`config.mk`:
```
export PLATFORM = sky130hd
export DESIGN_NAME = pixel_wr_arbiter
export DESIGN_NICKNAME = d
export VERILOG_FILES = /design/src/rtl/pixel_arb_pkg.sv /design/src/rtl/pixel_wr_arbiter_sat_counter16.sv /design/src/rtl/pixel_wr_arbiter.sv
export SDC_FILE = /design/constraint.sdc
export NUM_CORES = 1
export LEC_CHECK = 0
export BUFFER_PORTS_ARGS = -buffer_cell sky130_fd_sc_hd__buf_2
export CORE_MARGIN = 2
export CORE_UTILIZATION = 45
export CTS_BUF_LIST = sky130_fd_sc_hd__clkbuf_16
export DETAILED_ROUTE_END_ITERATION = 7
export PLACE_DENSITY = 0.8
export SYNTH_ARGS = -nofsm -noshare
export SYNTH_HDL_FRONTEND = slang
export SYNTH_SLANG_ARGS = --single-unit
export TNS_END_PERCENT = 10
```
`constraint.sdc`:
```
create_clock -name clk -period 1.7 [get_ports clk]
set_input_delay 0.085 -clock clk [delete_from_list [all_inputs] [get_ports clk]]
set_output_delay 0.085 -clock clk [all_outputs]
set_load 0.03 [all_outputs]
```
`src/rtl/pixel_arb_pkg.sv`:
```
// pixel_arb_pkg: shared owner states, requester ids and pixel bus widths for the VGA write path
package pixel_arb_pkg;
  typedef enum logic [1:0] {IDLE, OWN_A, OWN_B} owner_e;
  localparam logic REQ_A = 1'b0;
  localparam logic REQ_B = 1'b1;
  localparam int DEF_ADDR_W = 15;
  localparam int DEF_DATA_W = 3;
endpackage

```
`src/rtl/pixel_wr_arbiter_sat_counter16.sv`:
```
// sat_counter16: 16-bit event counter that sticks at all-ones, with clear taking priority
module sat_counter16 (
  input  logic        clk,
  input  logic        reset_n,
  input  logic        clr,
  input  logic        inc,
  output logic [15:0] q
);
  logic [15:0] cnt_q, cnt_d;
  always_comb cnt_d = clr ? 16'd0 : (inc && cnt_q != 16'hFFFF) ? cnt_q + 16'd1 : cnt_q;
  always_ff @(posedge clk) begin
    if (!reset_n) cnt_q <= 16'd0;
    else cnt_q <= cnt_d;
  end
  assign q = cnt_q;
endmodule

```
`src/rtl/pixel_wr_arbiter.sv`:
```
// pixel_wr_arbiter: round-robin, burst-bounded sharing of the pixel buffer write port between two writers
module pixel_wr_arbiter
  import pixel_arb_pkg::*;
#(
  parameter int ADDR_W    = DEF_ADDR_W,
  parameter int DATA_W    = DEF_DATA_W,
  parameter int MAX_BURST = 4
) (
  input  logic              clk,
  input  logic              reset_n,
  input  logic              a_req,
  input  logic [ADDR_W-1:0] a_addr,
  input  logic [DATA_W-1:0] a_data,
  output logic              a_ack,
  input  logic              b_req,
  input  logic [ADDR_W-1:0] b_addr,
  input  logic [DATA_W-1:0] b_data,
  output logic              b_ack,
  input  logic              cnt_clr,
  output logic              mem_we,
  output logic [ADDR_W-1:0] mem_addr,
  output logic [DATA_W-1:0] mem_data,
  output logic              busy,
  output logic [15:0]       conflict_cnt
);
  localparam logic [3:0] MB = 4'(MAX_BURST);
  owner_e state_q, state_d;
  logic last_q, last_d;
  logic [3:0] burst_q, burst_d;
  logic mem_we_q, mem_we_d, busy_q, busy_d;
  logic [ADDR_W-1:0] mem_addr_q, mem_addr_d;
  logic [DATA_W-1:0] mem_data_q, mem_data_d;
  logic win_a, win_b;
  // The owner keeps the port until its burst is spent while the other side waits.
  always_comb begin
    win_a = reset_n && a_req && (state_q == OWN_A ? (burst_q != MB || !b_req)
                               : state_q == OWN_B ? !(b_req && burst_q != MB)
                               : (!b_req || last_q == REQ_B));
    win_b = reset_n && b_req && (state_q == OWN_B ? (burst_q != MB || !a_req)
                               : state_q == OWN_A ? !(a_req && burst_q != MB)
                               : (!a_req || last_q == REQ_A));
    state_d = win_a ? OWN_A : win_b ? OWN_B : IDLE;
    last_d = win_a ? REQ_A : win_b ? REQ_B : last_q;
    burst_d = !(win_a || win_b) ? 4'd0
            : state_d == state_q ? (burst_q == MB ? MB : burst_q + 4'd1)
            : 4'd1;
    mem_we_d = win_a || win_b;
    mem_addr_d = win_a ? a_addr : win_b ? b_addr : mem_addr_q;
    mem_data_d = win_a ? a_data : win_b ? b_data : mem_data_q;
    busy_d = state_d != IDLE;
  end
  always_ff @(posedge clk) begin
    if (!reset_n) begin
      state_q <= IDLE;
      last_q <= REQ_B;
      burst_q <= 4'd0;
      mem_we_q <= 1'b0;
      mem_addr_q <= '0;
      mem_data_q <= '0;
      busy_q <= 1'b0;
    end else begin
      state_q <= state_d;
      last_q <= last_d;
      burst_q <= burst_d;
      mem_we_q <= mem_we_d;
      mem_addr_q <= mem_addr_d;
      mem_data_q <= mem_data_d;
      busy_q <= busy_d;
    end
  end
  sat_counter16 u_conflict (
    .clk    (clk),
    .reset_n(reset_n),
    .clr    (cnt_clr),
    .inc    (a_req && b_req),
    .q      (conflict_cnt)
  );
  assign a_ack = win_a;
  assign b_ack = win_b;
  assign mem_we = mem_we_q;
  assign mem_addr = mem_addr_q;
  assign mem_data = mem_data_q;
  assign busy = busy_q;
endmodule

```
-- Yosys cells after proc, flatten, opt, wreduce, memory -nomap -nowiden
Index checks and enable logic that the tools add are counted.
- input bits: 41
- output and inout port bits: 38
- flip-flop bits (word level): 43
- word-level logic and storage cells: 59
- bitwise operators: 4
- multiplexer cells: 14
- reduce and logical (&&, ||, !) cells: 23
- $add $sub $neg: 2
- equality and inequality tests: 6
- operators with widths (operator ; count):
    $mux 15 ; 2
    $add 16x1->16 const B ; 1
    $ne 16x16->1 const B ; 1
    $mux 3 ; 3
    $logic_and 1x1->1 ; 8
    $mux 1 ; 7
    $logic_or 1x1->1 ; 5
    $add 4x1->4 const B ; 1
    $eq 4x3->1 const B ; 1
    $logic_not 1->1 ; 4
    $mux 2 ; 2
    $ne 4x3->1 const B ; 1
    $not 1->1 ; 4
    $reduce_bool 2->1 ; 2
    $reduce_or 4->1 ; 1
    $reduce_and 3->1 ; 1
    $eq 2x1->1 const B ; 1
    $eq 2x2->1 ; 1
    $eq 2x2->1 const B ; 1
    $reduce_and 2->1 ; 1
    $reduce_or 2->1 ; 1

-- Longest topological paths before layout
- word-level depth: 11
- gate-level depth with buffers: 8
- depth with buffers taken out: 6

-- By module
A second synthesis with hierarchy kept.
- cell total of the unflattened synthesis: 264
- area, all modules: 2294.7 µm²
- modules (own cells, without submodules) (module ; area an instance (µm²) ; times used ; cells an instance):
    pixel_wr_arbiter ; 1430.1 ; 1 ; 173
    sat_counter16 ; 864.6 ; 1 ; 91

-- Worst setup path before layout
OpenSTA, ideal clock, no wires.
- kind: register to register
- start point: register u_conflict.cnt_q[0], in the netlist u_conflict.q[0]
- end point: register u_conflict.cnt_q[6], in the netlist u_conflict.q[6]
- data arrival time: 1933 ps
- stages on the path, launching flop included: 7
- setup time: 71 ps
- setup slack: -304 ps
- data required time: 1629 ps
- clock period less this slack: 2004 ps
- cells stage by stage: dfxtp_1 ha_1 nand3_1 nor4_2 buf_2 o21ai_0 a21oi_1
- cells in the longest elaborated chain, start to end: 2
- elaborated cells on any way between the ends: 3
- classes of those cells: add/sub (1); eq/ne (1); reduce/logical (1)
- ends and longest elaborated chain (element ; RTL line ; RTL):
    from (decl) ; pixel_wr_arbiter_sat_counter16.sv:9 ; logic [15:0] cnt_q, cnt_d;
    from (signal assigned) ; pixel_wr_arbiter_sat_counter16.sv:13 ; else cnt_q <= cnt_d;
    branches (longest 2 deep; another with $add 16x1->16) ; n/a ;
Parallel ways; which one is timed is not known.
A chain may end at the register's enable or synchronous reset.

-- Worst setup path in the final report
- start point: register burst_q[0]
- end point: output b_ack
- cells in the longest elaborated chain, start to end: 6
- elaborated cells on any way between the ends: 7
- classes of those cells: eq/ne (1); mux (2); reduce/logical (4)
- ends and longest elaborated chain (element ; RTL line ; RTL):
    from (decl) ; pixel_wr_arbiter.sv:29 ; logic [3:0] burst_q, burst_d;
    from (signal assigned) ; pixel_wr_arbiter.sv:64 ; burst_q <= burst_d;
    $ne 4x3->1 * ; pixel_wr_arbiter.sv:39, pixel_wr_arbiter.sv:40 ;
    $logic_and 1x1->1 ; pixel_wr_arbiter.sv:40 ; : state_q == OWN_A ? !(a_req && burst_q != MB)
    $logic_not 1->1 ; pixel_wr_arbiter.sv:40 ;
    $mux 1 ; pixel_wr_arbiter.sv:40 ;
    $mux 1 * ; pixel_wr_arbiter.sv:39 ; win_b = reset_n && b_req && (state_q == OWN_B ? (burst_q != MB || !a_req)
    $logic_and 1x1->1 * ; pixel_wr_arbiter.sv:39 ;
    to (decl) ; pixel_wr_arbiter.sv:18 ; output logic b_ack,
Mark *: on every way between the ends. The rest lies on a longest branch, timed or not.

==> results_dict.tcl <==
set metrics [dict create \
    status "complete, but fails checks" \
    violations "setup timing" \
    hold_ws_ns 0.0201 \
    period_needed_ns 1.82 \
    grt_pass1_vias 2097 \
    grt-ovfl-total 0 \
    cts_tree "done" \
    met2WireLength_um 2960 \
    clockBufferDepth 2 \
    syn_inst 263 \
    grtUsageTotal_pct 23.0 \
    wl_met1_um 2820 \
    postSynthAreaPerCell_um2 8.60 \
    io_pins 79 \
    finalSetupTns_ns -1.17 \
    cp_slowest_stage_delay_ns 0.32 \
    htreeDepth 2 \
    initial_core_util_pct 47.2 \
    critical_path_arrival_ns 1.74 \
    core_region_area_mm2 0.00479 \
    worst_slack_ns -0.124 \
    maxSlewViolCount 0 \
    path_cells "inv_2 -> ha_4 -> nand3b_4 -> a211o_1 -> a311oi_4 -> buf_12 -> buf_8" \
    drt_iter0_drc 181 \
    rsz0062_at_grt "yes" \
    period_share_pct 107 \
    peakVddDrop_v 0.000550 \
    highest_layer "met4" \
    power_density_mw_per_mm2 903 \
    cp_max_fo 4 \
    worstSkewPairLatency_ns 0.29 \
    cp.depth 7 \
    totalWireLength_um 6230 \
    rows 25 \
    grt_pass1_wl_um 9980 \
    ys.flop_type "dfxtp_1" \
    yosysMostFrequentCell "dfxtp_1" \
    wl_met3_um 372 \
    syn_area_mm2 0.00226 \
    avgRoutedWirePerCell_um 14.8 \
    yosys_warnings 0 \
    cp_num_buf_inv 3 \
    critical_path.top_delay_family "compound AO/OA/AOI/OAI gates" \
    max_freq_mhz 548 \
    die-height_um 74.9 \
    critPathLaunchType "register" \
    finClkSkew_ns 0.00320 \
    setup_violations 21 \
    routed_via_density 5.90 \
    synth_nets 307 \
    cts_root_buf "clkbuf_16" \
    leakage_nw 1.33 \
    synth_edf_count 0 \
    dp_hpwl_um 4200 \
    hold_violations 0 \
    whs_path_depth 2 \
    crit_type "reg2out" \
    maxSlewHeadroom_pct 73.1 \
    worst_r2r_path_depth 8 \
    numCtsBuffers 5 \
    post-place-cells 407 \
    globalplace.congestion 0.911 \
    fin_cells 421 \
    layout.nets 397 \
    tightest_slew_ns 0.403 \
    grt_max_degree 38 \
    synth_cell_type_count 47 \
    synth.largest_area_cell "dfxtp_1" \
    ant_nets 0 \
    remaining_drc_errors 0 \
    cts.clk_slew.worst_paths_ns 0.06 \
    yosysTopAreaCellShare_pct 38.1 \
    maxCapViolCount 0 \
    area_delta_synth_final_pct 38.5 \
    chipWidth_um 74.9 \
    ys_ff_latch 43 \
    post_route_cells_drive_above_1_share_pct 37.3 \
    synth_area_leaders "dfxtp_1 (38%), a221o_1 (8.4%), nand4_1 (7.2%)" \
    first_pass_iters 5 \
    num_vias 2483 \
    die_area_mm2 0.00561 \
    async_flop_share_pct 0 \
    hold_path.class "in2reg" \
    cpMaxStageDelayCell "dfxtp_2" \
    diodes 0 \
    antenna_found_initial 0 \
    cp-end-kind "primary output" \
    cp_data_required_time_ns 1.62 \
    cts.sinks 43 \
    synthTopCellsByCount "dfxtp_1 (43), nand2_1 (29), nand4_1 (26), o31ai_1 (21), a221o_1 (19)" \
    place.port_buffers 78 \
    yosysSeqAreaShare_pct 38.1 \
]
-- cells in the final DEF, fill, tap and decap left out, types with 3 or more instances in the layout --
cell type   n
buf_2      76
dfxtp_1    36
nand2_1    29
nand4_1    26
o31ai_1    21
buf_4      21
a221o_1    19
nor2_1     11
a21oi_1    11
o21ai_0     9
nand3_1     7
dfxtp_2     7
nor3_1      6
or4_1       5
clkbuf_16   5
o211ai_1    4
and3_1      4
or3_1       4
and4_1      4
inv_2       3
buf_6       3
-- repair_timing --
| item | 4_1_cts | 5_1_grt |
|---|---|---|
| setup endpoints to repair | 2 | 27 |
| hold buffers | 0 | 0 |
| pin swaps | 2 | 3 |
| buffers inserted | 4 | 2 |
| gates resized for setup | 7 | 5 |
-- logic make-up (layout without fill, tap and decap cells) --
logic type	Yosys count	after routing	synth area share, %
simple gates	109	109	26.4
compound gates	78	78	27.2
flops	43	43	38.1
buf+inv	26	117	4.92
fa+ha+maj	3	3	1.66
mux	3	3	1.38
xor+xnor	1	1	0.387
-- final cells by class --
type | instances | area (um^2)
multi-input cells | 194 | 1340
clock inverters | 3 | 67.6
repair buffers | 103 | 627
flip-flops and latches | 43 | 870
inverters | 6 | 22.5
well taps | 67 | 83.8
fillers | 384 | 1660
clock buffers | 5 | 125
-- routing by layer --
metal | vias up | track usage, %
met5 | - | 0
met3 | 8 | 5.09
li1 | 1213 | -
met1 | 1154 | 31.5
met2 | 108 | 35.8
met4 | 0 | 8.13
-- stage by stage --
stage                     worst slack [ns]  utilization [%]  power [W]  cell area (um^2)
after CTS                           -0.197             64.7    0.00284              3100
after floorplan                    -0.0526                -    0.00141              2300
after global routing                -0.189             65.4    0.00292              3130
final                               -0.124             65.4    0.00283              3130
after detailed placement          -0.00755             59.6    0.00158              2850
after global placement              0.0161             59.6    0.00157              2850
-- registers in the layout (all words and copies together), names as in the netlist --
name,cells
mem_data,3
last_q,1
state_q,2
mem_we,1
mem_addr,15
u_conflict.q,16
burst_q,4
busy,1
-- final timing paths --
| kind | from | endpoint | slack (ns) |
|---|---|---|---|
| setup / recovery | burst_q[0]$_SDFF_PN0_ | b_ack | -0.12 |
| hold / removal | b_addr[14] | mem_addr[14]$_SDFFE_PN0N_ | 0.02 |
| setup reg to reg | burst_q[0]$_SDFF_PN0_ | mem_addr[13]$_SDFFE_PN0N_ | -0.08 |
| hold reg to reg | u_conflict.q[4]$_SDFFE_PP0P_ | u_conflict.q[4]$_SDFFE_PP0P_ | 0.52 |
-- power breakdown --
group | switching, W | internal (W)
sequential | 0.0000328 | 0.00107
combinational | 0.000292 | 0.000187
clock | 0.000409 | 0.000841
-- worst reg2reg max path: cells and delay by family, from the launching register on --
family	cells	cell delay, ns
AO/OA/AOI/OAI	3	0.70
buffers and inverters	3	0.41
flip-flops	1	0.32
adder cells (fa/ha/maj)	1	0.14
AND/OR/NAND/NOR	1	0.10
No activity file was read; power rests on OpenSTA's default activity.
